===== config.mk =====
export PLATFORM = sky130hd
export DESIGN_NAME = padding_reader_l10
export DESIGN_NICKNAME = d
export VERILOG_FILES = /design/src/rtl/padding_reader_l10_pkg.sv /design/src/rtl/mux_padding_2_1_L10_L16.sv /design/src/rtl/padding_reader_l10.sv
export SDC_FILE = /design/constraint.sdc
export NUM_CORES = 1
export LEC_CHECK = 0
export ABC_AREA = 1
export BUFFER_PORTS_ARGS = -buffer_cell sky130_fd_sc_hd__buf_4
export CAP_MARGIN = 20
export CORE_AREA = 2 2 206 208
export DETAILED_ROUTE_END_ITERATION = 12
export DIE_AREA = 0 0 208 210
export GPL_ROUTABILITY_DRIVEN = 0
export PLACE_DENSITY_LB_ADDON = 0.05
export SETUP_SLACK_MARGIN = 0.4
export SLEW_MARGIN = 20
export SYNTH_ARGS = -nofsm -noshare
export SYNTH_HDL_FRONTEND = slang
export SYNTH_SLANG_ARGS = --single-unit
export TNS_END_PERCENT = 20

===== constraint.sdc =====
create_clock -name clk -period 2 [get_ports clk]
set_clock_uncertainty 0.1 [all_clocks]
set_input_delay 0.4 -clock clk [delete_from_list [all_inputs] [get_ports clk]]
set_output_delay 0.4 -clock clk [all_outputs]
set_load 0.02 [all_outputs]

===== src/rtl/padding_reader_l10_pkg.sv =====
// padding_reader_l10_pkg: shared FSM encoding, default geometry and width constants.
package padding_reader_l10_pkg;
    typedef enum logic [1:0] {IDLE, SCAN, DRAIN, FIN} state_t;
    localparam int N_ADDER_TREE_DEF = 16;
    localparam int FM_W_DEF = 14;
    localparam int FM_H_DEF = 14;
    localparam int PAD_DEF = 1;
    localparam int PW = FM_W_DEF + 2 * PAD_DEF;
    localparam int PH = FM_H_DEF + 2 * PAD_DEF;
    localparam int DW = N_ADDER_TREE_DEF * 16;
    function automatic int grid_dim(input int n, input int p);
        return n + 2 * p;
    endfunction
endpackage


===== src/rtl/mux_padding_2_1_L10_L16.sv =====
// mux_padding_2_1_L10_L16: zero-forcing 2:1 mux for the padded output word.
module mux_padding_2_1_L10_L16 #(
    parameter int W = 256
) (
    input  logic [W-1:0] din,
    input  logic         sel,
    output logic [W-1:0] dout
);
    assign dout = sel ? '0 : din;
endmodule


===== src/rtl/padding_reader_l10.sv =====
// padding_reader_l10: raster read sequencer for the padded layer-10 feature map.
// Optional macro PAD_RUNTIME_BYPASS_EN adds pad_bypass to scan only the interior.
module padding_reader_l10
    import padding_reader_l10_pkg::*;
#(
    parameter int N_adder_tree = N_ADDER_TREE_DEF,
    parameter int FM_W = FM_W_DEF,
    parameter int FM_H = FM_H_DEF,
    parameter int PAD = PAD_DEF,
    parameter int ADDR_W = 8,
    parameter int BRAM_LAT = 1
) (
    input  logic                      clk,
    input  logic                      rst,
    input  logic                      start,
    input  logic [ADDR_W-1:0]         base_addr,
`ifdef PAD_RUNTIME_BYPASS_EN
    input  logic                      pad_bypass,
`endif
    output logic                      bram_rd_en,
    output logic [ADDR_W-1:0]         bram_rd_addr,
    input  logic [N_adder_tree*16-1:0] BRAM_out_without_padding,
    output logic [N_adder_tree*16-1:0] BRAM_out,
    output logic                      out_valid,
    output logic                      out_last,
    output logic                      busy,
    output logic                      done
);
    localparam int GW = grid_dim(FM_W, PAD);
    localparam int GH = grid_dim(FM_H, PAD);
    localparam int WD = N_adder_tree * 16;
    localparam int CW = $clog2((GW > GH ? GW : GH) + 1);
    localparam int LW = $clog2(BRAM_LAT + 1);

    state_t state, state_n;
    logic [CW-1:0] r, c, pe, wl, hl;
    logic [LW-1:0] dc;
    logic [ADDR_W-1:0] nxt_addr, held_addr;
    logic [BRAM_LAT-1:0] pad_dl, vld_dl, lst_dl;
    logic byp_q, scan, is_pad, c_end, r_end, last_pos;

`ifdef PAD_RUNTIME_BYPASS_EN
    always_ff @(posedge clk or posedge rst)
        if (rst) byp_q <= 1'b0;
        else if (state == IDLE && start) byp_q <= pad_bypass;
`else
    assign byp_q = 1'b0;
`endif

    // bypass collapses the grid to the interior by zeroing the effective border
    assign pe = byp_q ? '0 : CW'(PAD);
    assign wl = byp_q ? CW'(FM_W) : CW'(GW);
    assign hl = byp_q ? CW'(FM_H) : CW'(GH);
    assign scan = state == SCAN;
    assign is_pad = (r < pe) | (r >= CW'(FM_H) + pe) | (c < pe) | (c >= CW'(FM_W) + pe);
    assign c_end = c == wl - CW'(1);
    assign r_end = r == hl - CW'(1);
    assign last_pos = scan & c_end & r_end;

    // interior addresses are consecutive in raster order, so a running counter replaces the multiply
    assign bram_rd_en = scan & ~is_pad;
    assign bram_rd_addr = bram_rd_en ? nxt_addr : held_addr;
    assign busy = state != IDLE;
    assign done = state == FIN;
    assign out_valid = vld_dl[BRAM_LAT-1];
    assign out_last = lst_dl[BRAM_LAT-1];

    always_ff @(posedge clk or posedge rst)
        if (rst) state <= IDLE;
        else state <= state_n;

    always_comb begin
        state_n = state;
        case (state)
            IDLE:    state_n = start ? SCAN : IDLE;
            SCAN:    state_n = last_pos ? DRAIN : SCAN;
            DRAIN:   state_n = (dc == LW'(BRAM_LAT - 1)) ? FIN : DRAIN;
            default: state_n = IDLE;
        endcase
    end

    always_ff @(posedge clk or posedge rst)
        if (rst) begin
            r <= '0;
            c <= '0;
            dc <= '0;
            nxt_addr <= '0;
            held_addr <= '0;
        end else begin
            dc <= (state == DRAIN) ? dc + LW'(1) : '0;
            if (state == IDLE && start) begin
                r <= '0;
                c <= '0;
                nxt_addr <= base_addr;
            end else if (scan) begin
                c <= c_end ? '0 : c + CW'(1);
                r <= c_end ? r + CW'(1) : r;
                if (bram_rd_en) begin
                    nxt_addr <= nxt_addr + ADDR_W'(1);
                    held_addr <= nxt_addr;
                end
            end
        end

    always_ff @(posedge clk or posedge rst)
        if (rst) begin
            pad_dl <= '0;
            vld_dl <= '0;
            lst_dl <= '0;
        end else begin
            pad_dl[0] <= scan & is_pad;
            vld_dl[0] <= scan;
            lst_dl[0] <= last_pos;
            for (int i = 1; i < BRAM_LAT; i++) begin
                pad_dl[i] <= pad_dl[i-1];
                vld_dl[i] <= vld_dl[i-1];
                lst_dl[i] <= lst_dl[i-1];
            end
        end

    // idle cycles are zero-forced too, so BRAM_out reads 0 whenever out_valid is low
    mux_padding_2_1_L10_L16 #(.W(WD)) u_mux (
        .din (BRAM_out_without_padding),
        .sel (pad_dl[BRAM_LAT-1] | ~vld_dl[BRAM_LAT-1]),
        .dout(BRAM_out)
    );
endmodule


**Word-level counts from Yosys, hierarchy flattened**

Index checks and enable logic that the tools add are counted.

- Flip-flop bits (word level): 32
- Logic and storage cells: 58
- Output and inout port bits: 269
- Input bits: 267

- Reductions and logical operators: 9
- Add/sub/neg operators: 4
- Equality and inequality tests: 5
- Muxes and demuxes: 16
- Bitwise operators: 11
- Order comparisons: 4

Operator list:

| cell | number |
|---|---|
| $mux 256 | 1 |
| $mux 8 | 4 |
| $mux 5 | 6 |
| $add 5x1->5 const B | 2 |
| $eq 5x4->1 const B | 2 |
| $ge 5x4->1 const B | 2 |
| $lt 5x1->1 const B | 2 |
| $add 8x1->8 const B | 1 |
| $reduce_bool 2->1 | 4 |
| $pmux 2 s3 | 1 |
| $reduce_and 2->1 | 3 |
| $and 1x1->1 | 4 |
| $eq 2x2->1 const B | 2 |
| $or 1x1->1 | 4 |
| $mux 1 | 3 |
| $not 1->1 | 3 |
| $eq 2x1->1 const B | 1 |
| $logic_not 2->1 | 1 |
| $mux 2 | 1 |
| $add 1x1->1 const B | 1 |
| $logic_and 1x1->1 | 1 |

**Depth between registers and ports, before layout**

- Depth in word-level cells: 9
- Gate-level depth with buffers: 12
- Depth with buffers taken out: 11

**Hierarchy**

A second synthesis with hierarchy kept.

- Cells, all modules: 759
- Area total of the unflattened synthesis: 3803.6 um2

Modules (own cells, without submodules):

| module | cells each | sequential area each (um2) | area an instance (um2) | instances |
|---|---|---|---|---|
| mux_padding_2_1_L10_L16 | 540 | 0.0 | 2122.0 | 1 |
| padding_reader_l10 | 219 | 800.8 | 1681.6 | 1 |

**Worst setup path before layout**

OpenSTA, ideal clock, no wires.

- Path type: reg-to-output
- Start: register r[0]
- End: output port bram_rd_addr[0]
- Data arrival time: 1.922 ns
- Slack: -0.422 ns
- Buffers on the path: 1
- Cell stages (with the launch flop): 11
- Data required time: 1.500 ns
- Cell sequence: dfrtp_1 ha_1 inv_1 nor3_1 ha_1 nor2_1 nand3_1 nor2_2 nand3_2 buf_6 o21ai_0

- Longest elaborated chain between the ends: 7
- Elaborated cells between the ends (all ways): 8
- Classes of those cells: order compare (2); mux (1); bitwise (5)

RTL lines:

| what | line | RTL |
|---|---|---|
| start: declaration | padding_reader_l10.sv:36 | `logic [CW-1:0] r, c, pe, wl, hl;` |
| start signal: assignment | padding_reader_l10.sv:97 | `r <= c_end ? r + CW'(1) : r;` |
| $lt 5x1->1 or $ge 5x4->1 (tied branches) | padding_reader_l10.sv:55 | `assign is_pad = (r < pe) \| (r >= CW'(FM_H) + pe) \| (c < pe) \| (c >= CW'(FM_W) + pe);` |
| $or 1x1->1 (*) (3 in series) | padding_reader_l10.sv:55 |  |
| $not 1->1 (*) | padding_reader_l10.sv:61 | `assign bram_rd_en = scan & ~is_pad;` |
| $and 1x1->1 (*) | padding_reader_l10.sv:61 |  |
| $mux 8 (*) | padding_reader_l10.sv:62 | `assign bram_rd_addr = bram_rd_en ? nxt_addr : held_addr;` |
| end: declaration | padding_reader_l10.sv:21 | `output logic [ADDR_W-1:0] bram_rd_addr,` |

Every way passes the cells marked *; elsewhere a longest branch is shown, timed or not.

**Worst setup path in the final report**

- Start: register r[1]
- End: output port bram_rd_addr[6]

The elaborated chain is that of the path after synthesis.

==> results.cfg <==
[status]
status = finished, violations left
violations = negative setup slack

[setup_path]
critical_path_required_ns = 1.50
start_kind = flop
crit_type = reg -> out
endpoint_kind = output port
crit_fanout = 20
arrival_ns = 2.04

[logic_synthesis]
avgSynthCellArea_um2 = 4.90
synth_warnings = 0
syn_nets = 1031
netlist_instances = 760
netlist_top_cells_area = inv_1 (28%), nor2_1 (28%), dfrtp_1 (21%)
synth_top_area_share_pct = 28.0
yosys.area.top_type = inv_1
synth_seq_area_share_pct = 21.5
synth_cell_types = 27
synth_seq_cells = 32
syn_area_um2 = 3720

[drt]
drc = 0
dr.pass1.iters = 4
via_per_inst = 3.39
wl_per_cell_um = 20.5
drtIter0Drc = 206
vias = 6374
ant_nets = 0
wirelength_mm = 38.6

[floorplan]
die_x_um = 208
initial_core_util_pct = 8.98
io_pins = 536
coreArea_um2 = 41500
rows = 75
dieArea_um2 = 43700
fp.dieH_um = 210

[grt]
gr-total-overflow = 0
grt_pass1_wl_mm = 51.0
first_global_vias = 6402
grt_max_degree = 35
antenna_found_initial = 6
track_usage_pct = 16.6

[sta]
slew_headroom_pct = 69.2
fin_crit_sh_pct = 127
slew_violations = 0
hold_violations = 0
setup_viol = 59
period_minus_slack_ns = 2.54
worst_slack_ns = -0.540
worstMarginPinSlew_ns = 0.461
max_freq_ghz = 0.394
rsz0062_at_grt = yes

[finish]
mostFrequentLayoutCells = buf_4 (340), inv_1 (275), buf_6 (215)
layout_commonest_cell = buf_4
final_core_util_pct = 28.8
syn_to_final_growth_pct = 221
drive_above_1_share_pct = 65.5
nNetsFinal = 1605

[clock_network]
cts.sinks = 32
numCtsBuffers = 5
clk_pin_slew_worst_paths_ns = 0.05
clockBufferDepth = 2
insertion_delay_ns = 0.28
clk_root_buffer_cell = clkbuf_16
cts_tree = done
htreeDepth = 2

[pwr]
p_clk_share_pct = 35.8
internal-power_uw = 1470
p_switching_uw = 580
vdd_ir_drop_max_mv = 0.234
power.total_uw = 2050
p_seq_share_pct = 31.6
p_leak_uw = 0.00647
swShare_pct = 28.3
pwr-share-comb_pct = 32.6
power-per-cell-area_nw_per_um2 = 171

[placed_design]
io_buffers = 535
hpwlAfterDp_mm = 33.3

[run]
drv_cap = 0

[min_path]
hold_class = in -> async
[synthesized netlist by cell type]
| cell | number |
|---|---|
| o21ai_1 | 4 |
| inv_2 | 2 |
| buf_2 | 15 |
| xor2_1 | 1 |
| ha_1 | 4 |
| nand3_1 | 24 |
| buf_4 | 1 |
| dfrtp_1 | 32 |
| and3_1 | 1 |
| nand2_1 | 73 |
| nand3_2 | 1 |
| nand3_4 | 1 |
| buf_1 | 4 |
| clkbuf_1 | 11 |
| nor2_2 | 2 |
| a31oi_1 | 1 |
| a211oi_1 | 1 |
| or2_2 | 1 |
| o21ai_0 | 14 |
| nor3_1 | 4 |
| buf_6 | 2 |
| nor2_1 | 273 |
| inv_4 | 1 |
| o22ai_1 | 3 |
| a21oi_1 | 4 |
| inv_1 | 278 |
| nand2_2 | 2 |
[per-stage QoR]
| stage | setup WS [ns] | hold slack [ns] | instances | cell area [um^2] | TNS, ns |
|---|---|---|---|---|---|
| floorplan | -0.0728 | 0.295 | 760 | 3970 | -0.469 |
| global placement | -0.278 | 0.310 | 1832 | 8840 | -3.51 |
| detailed placement | -0.295 | 0.312 | 1832 | 8840 | -3.73 |
| CTS | -0.592 | 0.157 | 1859 | 10800 | -6.53 |
| global route | -0.672 | 0.184 | 1879 | 12000 | -14.62 |
| finish | -0.540 | 0.132 | 1880 | 12000 | -5.93 |
[cell type report]
type	count	area, um^2
inverter	281	1060
timing repair buffer	600	6020
antenna	7	17.5
fill	4620	29500
multi-input combinational	414	3250
clock buffer	6	129
sequential	32	803
tap	539	674
clock inverter	1	5.00
[worst max-delay path, stage by stage (launching register included)]
cell and delay, ns:
dfrtp_1 0.37, ha_2 0.18, inv_2 0.06, nor3_2 0.04, ha_2 0.17, nor2_1 0.08
nand3_1 0.08, nor2_2 0.12, nand3_2 0.13, buf_12 0.20, nand2_2 0.10, o21ai_4 0.05
buf_4 0.16
[flip-flops by register name, summed over array words and instances, names as in the netlist]
name and cells:
nxt_addr 8, out_last 1, pad_dl 1, r 5, dc 1, held_addr 8
c 5, out_valid 1, state 2
[power by group through the flow]
stage                     Combinational, uW  Clock (uW)  Sequential, uW
after floorplan                         113           0             659
after global placement                  562           0             659
after detailed placement                567           0             659
after CTS                               633         774             648
after global routing                    722         793             647
final                                   669         733             648
[repair_timing]
| action | in CTS | in global routing |
|---|---|---|
| hold buffers | 0 | 0 |
| resized for setup | 386 | 240 |
| cloned | 11 | 11 |
| endpoints found under the setup margin | 282 | 285 |
| pin swaps | 57 | 69 |
| setup buffers | 9 | 3 |
[worst paths after layout]
| kind | to | cells past startpoint | slack (ns) | startpoint |
|---|---|---|---|---|
| max in group asynchronous | out_valid$_DFF_PP0_ | 3 | 1.32 | rst |
| setup / recovery | bram_rd_addr[6] | 12 | -0.54 | r[1]$_DFFE_PP0P_ |
| hold reg to reg | dc$_DFF_PP0_ | 1 | 0.32 | dc$_DFF_PP0_ |
| min in group clk | dc$_DFF_PP0_ | 1 | 0.32 | dc$_DFF_PP0_ |
| setup reg to reg | nxt_addr[2]$_DFFE_PP0P_ | 13 | -0.02 | r[1]$_DFFE_PP0P_ |
| hold / removal | nxt_addr[4]$_DFFE_PP0P_ | 3 | 0.13 | rst |
[cells by family (layout without fill, tap and decap cells)]
group	count (synthesis)	in the layout	synth area share, %
AO/OA/AOI/OAI	27	27	3.83
adder cells (fa/ha/maj)	4	4	1.34
buffers and inverters	314	888	32.7
flip-flops	32	32	21.5
XOR/XNOR	1	1	0.235
AND/OR/NAND/NOR	382	382	40.4
other	0	7	0
[metal layers]
layer	global-route usage, %	up-vias	routed length, um
li1	-	3223	-
met1	19.9	2919	15400
met2	29.5	213	19900
met3	5.05	19	2900
met4	2.98	0	431
met5	0	-	0
Power figures use the tool's default switching activity.
